===== src/rtl/glyph_rom_arbiter.sv =====
// Two-port arbiter in front of a 128 x 8 synchronous-read glyph ROM.
// Port 0 (pixel renderer) normally wins. Port 1 (overlay/debug reader) is
// forced through after MAX_STARVE consecutive lost cycles. Each accepted
// read returns two clocks later on the port that issued it, in order.
module glyph_rom_arbiter #(
  parameter int ADDR_W     = 7,
  parameter int DATA_W     = 8,
  parameter int MAX_STARVE = 4
) (
  input  logic              i_clk,
  input  logic              i_rst,
  input  logic              i_req0_valid,
  input  logic [ADDR_W-1:0] i_req0_addr,
  output logic              o_req0_ready,
  output logic              o_rsp0_valid,
  output logic [DATA_W-1:0] o_rsp0_data,
  input  logic              i_req1_valid,
  input  logic [ADDR_W-1:0] i_req1_addr,
  output logic              o_req1_ready,
  output logic              o_rsp1_valid,
  output logic [DATA_W-1:0] o_rsp1_data,
  output logic              o_rom_en,
  output logic [ADDR_W-1:0] o_rom_addr,
  input  logic [DATA_W-1:0] i_rom_data,
  output logic              o_starved
);

  localparam int CNT_W = $clog2(MAX_STARVE + 1);
  localparam logic [CNT_W-1:0] CNT_MAX = CNT_W'(MAX_STARVE);

  // S_FORCE means port 1 has priority for the current cycle.
  typedef enum logic {S_NORMAL, S_FORCE} state_t;

  state_t             state_q, state_d;
  logic [CNT_W-1:0]   cnt_q, cnt_d;

  logic               grant0, grant1, grant_any;

  logic               rom_en_q;
  logic [ADDR_W-1:0]  rom_addr_q;
  logic               tag1_vld_q, tag1_port_q;
  logic               tag2_vld_q, tag2_port_q;

  // Combinational arbitration: at most one grant per cycle.
  assign o_starved    = (state_q == S_FORCE);
  assign o_req0_ready = !o_starved;
  assign o_req1_ready = o_starved || !i_req0_valid;
  assign grant0       = i_req0_valid && o_req0_ready;
  assign grant1       = i_req1_valid && o_req1_ready;
  assign grant_any    = grant0 || grant1;

  assign o_rom_en     = rom_en_q;
  assign o_rom_addr   = rom_addr_q;

  // Starvation next-state: count port 1's consecutive lost cycles, force on reaching MAX_STARVE.
  always_comb begin
    // NOTE: every signal driven here gets a default first so no path leaves it unassigned (no latch).
    state_d = state_q;
    cnt_d   = cnt_q;
    if (!i_req1_valid || grant1) begin
      state_d = S_NORMAL;
      cnt_d   = '0;
    end else if (state_q == S_NORMAL) begin
      if (cnt_q != CNT_MAX) begin
        cnt_d = cnt_q + 1'b1;
      end
      if (cnt_d == CNT_MAX) begin
        state_d = S_FORCE;
      end
    end
  end

  // Starvation state and counter registers.
  always_ff @(posedge i_clk) begin
    // NOTE: sequential state uses non-blocking assignments so every register samples pre-edge values.
    if (i_rst) begin
      state_q <= S_NORMAL;
      cnt_q   <= '0;
    end else begin
      state_q <= state_d;
      cnt_q   <= cnt_d;
    end
  end

  // Read pipeline: drive ROM on grant, then carry the port tag alongside the ROM latency.
  always_ff @(posedge i_clk) begin
    if (i_rst) begin
      rom_en_q    <= 1'b0;
      rom_addr_q  <= '0;
      tag1_vld_q  <= 1'b0;
      tag1_port_q <= 1'b0;
      tag2_vld_q  <= 1'b0;
      tag2_port_q <= 1'b0;
    end else begin
      rom_en_q    <= grant_any;
      if (grant_any) begin
        rom_addr_q <= grant1 ? i_req1_addr : i_req0_addr;
      end
      tag1_vld_q  <= grant_any;
      tag1_port_q <= grant1;
      tag2_vld_q  <= tag1_vld_q;
      tag2_port_q <= tag1_port_q;
    end
  end

  // Route the returned ROM row to the port that issued the read; the other port sees zeros.
  always_comb begin
    o_rsp0_valid = 1'b0;
    o_rsp0_data  = '0;
    o_rsp1_valid = 1'b0;
    o_rsp1_data  = '0;
    if (tag2_vld_q) begin
      if (tag2_port_q) begin
        o_rsp1_valid = 1'b1;
        o_rsp1_data  = i_rom_data;
      end else begin
        o_rsp0_valid = 1'b1;
        o_rsp0_data  = i_rom_data;
      end
    end
  end

endmodule


===== config.mk =====
export PLATFORM = sky130hd
export DESIGN_NAME = glyph_rom_arbiter
export DESIGN_NICKNAME = d
export VERILOG_FILES = /design/src/rtl/glyph_rom_arbiter.sv
export SDC_FILE = /design/constraint.sdc
export NUM_CORES = 1
export LEC_CHECK = 0
export ABC_AREA = 1
export ABC_CLOCK_PERIOD_IN_PS = 1500
export CORE_MARGIN = 10
export CORE_UTILIZATION = 30
export CTS_CLUSTER_SIZE = 24
export DETAILED_ROUTE_END_ITERATION = 6
export GPL_TIMING_DRIVEN = 1
export PLACE_DENSITY = 0.7
export REMOVE_ABC_BUFFERS = 1
export SLEW_MARGIN = 25
export SYNTH_ARGS = -nofsm -noshare
export SYNTH_HDL_FRONTEND = slang
export SYNTH_SLANG_ARGS = --single-unit

===== constraint.sdc =====
create_clock -name i_clk -period 1.5 [get_ports i_clk]
set_clock_uncertainty 0.15 [all_clocks]
set_input_delay 0.225 -clock i_clk [delete_from_list [all_inputs] [get_ports i_clk]]
set_output_delay 0.225 -clock i_clk [all_outputs]
set_load 0.005 [all_outputs]

==> impl_metrics.env <==
export IMPL_drc=0
export IMPL_clock_sinks=15
export IMPL_swShare=0.258
export IMPL_yosys_area_top_type="dfxtp_1"
export IMPL_die_w_um=71.3
export IMPL_cts_buffer_depth=2
export IMPL_fin_nets=213
export IMPL_drtAntennaViolNets=0
export IMPL_power_internal_uw=646
export IMPL_portBuffers=54
export IMPL_path_clk_slew_ns=0.09
export IMPL_clock_latency_ns=0.28
export IMPL_viasPerCell=4.41
export IMPL_yosys_register_bits=15
export IMPL_finalCritPeriodShare=1.04
export IMPL_peakVddDrop_mv=0.409
export IMPL_hp_class="primary input to flop"
export IMPL_grt_overflow=0
export IMPL_r2r_slack_ns=0.26
export IMPL_drtIter0Drc=21
export IMPL_powerDensity_mw_per_mm2=610
export IMPL_synth_cell_types=16
export IMPL_wl_per_cell_um=12.5
export IMPL_synthTopCellsByArea="dfxtp_1, nand2_1, nor2_1"
export IMPL_fmax_mhz=641
export IMPL_final_max_slew_viol_count=0
export IMPL_synth_most_common_cell="nand2_1"
export IMPL_ios=55
export IMPL_critPathLaunchType="flop"
export IMPL_place_ws_ns=-0.280
export IMPL_crit_buf_inv=4
export IMPL_worstMarginPinSlew_ns=0.318
export IMPL_placed_cell_area_mm2=0.00141
export IMPL_cap_violations=0
export IMPL_dpl_hpwl_um=2300
export IMPL_pwr_share_seq=0.492
export IMPL_setup_worst_path_end_class="primary output"
export IMPL_dieArea_mm2=0.00509
export IMPL_ys_seq_area_frac=0.380
export IMPL_ys_async_sr_fraction=0
export IMPL_final_area_mm2=0.00143
export IMPL_crit_type="flop to primary output"
export IMPL_synth_common_cells="nand2_1, nor2_1, inv_1"
export IMPL_netlist_area_leader_share=0.380
export IMPL_cts_hold_buf=0
export IMPL_avgSynthCellArea_um2=6.59
export IMPL_core_area_mm2=0.00250
export IMPL_required_ns=1.12
export IMPL_dp_cells=208
export IMPL_grt_pass1_wl_um=4280
export IMPL_grt_setup_unrepaired="true"
export IMPL_start_util=0.316
export IMPL_synth_ff_type="dfxtp_1"
export IMPL_cts_tree="built"
export IMPL_syn_area_um2=791
export IMPL_syn_to_final_growth_pct=80.7
export IMPL_rows=18
export IMPL_via_count=944
export IMPL_setup_tns_ns=-0.151
export IMPL_antennaDiodeCount=0
export IMPL_p_clk_frac=0.253
export IMPL_grt_pass1_vias=988
export IMPL_setup_violations=3
export IMPL_worst_slew_margin_rel=0.787
export IMPL_totalWireLength_um=2670
export IMPL_cts_root_buf="clkbuf_4"
export IMPL_grt_max_degree=10
export IMPL_critPathMaxFanout=7
export IMPL_leakage_nw=0.791
export IMPL_grt_usage=0.101
export IMPL_htreeDepth=1
export IMPL_arrival_ns=1.18
export IMPL_critical_path_top_delay_family="buffers and inverters"
export IMPL_min_period_ns=1.56
export IMPL_first_pass_iters=3
export IMPL_fin_ws_ns=-0.0596
export IMPL_violations="setup timing"
export IMPL_die_height_um=71.3
export IMPL_critPathSlowestCell="dfxtp_2"
export IMPL_gp_congestion=0.858
export IMPL_critPathMaxStageDelay_ns=0.36
export IMPL_netSwitchingPower_uw=225
export IMPL_power_uw=871
export IMPL_synth_edff_count=0
export IMPL_postSynthCellCount=120
export IMPL_stdcell_count=214
export IMPL_crit_chain="inv_2, nor2_4, inv_4, buf_6, nor2_2, buf_2"
export IMPL_numCtsBuffers=3
export IMPL_antenna_found_initial=0
export IMPL_status="finished with violations"
export IMPL_yosysWarnings=0
export IMPL_finalHoldViolCount=0
export IMPL_post_route_cells_drive_above_1_share=0.250
export IMPL_power_frac_comb=0.255
[flip-flops by register name, summed over array words and instances, names as in the netlist]
signal       flops
cnt_q            3
tag1_vld_q       1
o_rom_addr       7
tag2_vld_q       1
o_starved        1
tag1_port_q      1
tag2_port_q      1
[metal layers]
metal | share of wire | track usage
met1 | 0.40 | 0.0990
met2 | 0.45 | 0.166
met3 | 0.15 | 0.0634
met4 | 0.0056 | 0.0452
met5 | 0 | 0
[area by class of cell]
cell class              count  area [um^2]
fillers                   254         1070
well taps                  30         37.5
multi-input cells          84          442
repair buffers             61          539
flip-flops and latches     15          307
inverters                  20         77.6
clock buffers               4         26.3
[cell families after synthesis]
group           Yosys count  synth area share
fa+ha+maj                 2            0.0316
xor+xnor                  1            0.0111
simple gates             78             0.435
compound gates            3            0.0332
buf+inv                  21             0.109
flops                    15             0.380
[power by group through the flow]
| stage | sequential, mW | clock [mW] | combinational, mW |
|---|---|---|---|
| finish | 0.428 | 0.220 | 0.222 |
| global route | 0.432 | 0.253 | 0.245 |
| CTS | 0.430 | 0.235 | 0.217 |
| detailed placement | 0.438 | 0 | 0.230 |
| global placement | 0.437 | 0 | 0.225 |
| floorplan | 0.438 | 0 | 0.0703 |
[worst reg2reg max path, stage by stage (launching register included)]
cell and delay, ns:
dfxtp_1 0.36, inv_1 0.07, ha_1 0.31, nand3b_1 0.17, nor2_2 0.11
[final timing paths]
kind / start / end / cells past startpoint
min reg2reg: tag1_port_q$_SDFF_PP0_ / tag2_port_q$_SDFF_PP0_ / 2
max reg2reg: cnt_q[0]$_SDFFE_PP0N_ / o_starved$_SDFF_PP0_ / 4
max: tag2_vld_q$_SDFF_PP0_ / o_rsp0_data[5] / 6
min: i_req0_valid / cnt_q[0]$_SDFFE_PP0N_ / 5
[cell usage in the layout, fill, tap and decap left out, types with 2 or more instances in the layout]
cell type	instances
inv_1	15
nand3_1	8
buf_2	7
buf_6	3
nor2_1	14
clkbuf_4	3
clkbuf_2	5
nand2_4	3
inv_2	4
clkdlybuf4s50_1	24
buf_4	4
nand2_1	41
dlygate4sd2_1	14
clkdlybuf4s15_1	2
ha_1	2
dfxtp_2	2
a21oi_1	2
nor2_2	6
nor2_4	3
dfxtp_1	12
[through the flow]
stage	hold slack, ns	utilization
6_report	0.242	0.572
3_3_place_gp	0.242	0.563
2_1_floorplan	0.146	-
4_1_cts	0.266	0.568
5_1_grt	0.277	0.572
3_5_place_dp	0.253	0.563
[timing repair]
item / in CTS / in global routing
pin swaps: 2 / 4
resized for setup: 61 / 25
cloned: 0 / 0
setup endpoints to repair: 29 / 17
buffers inserted: 2 / 0
Note: power is estimated with default switching activity, not from simulation.
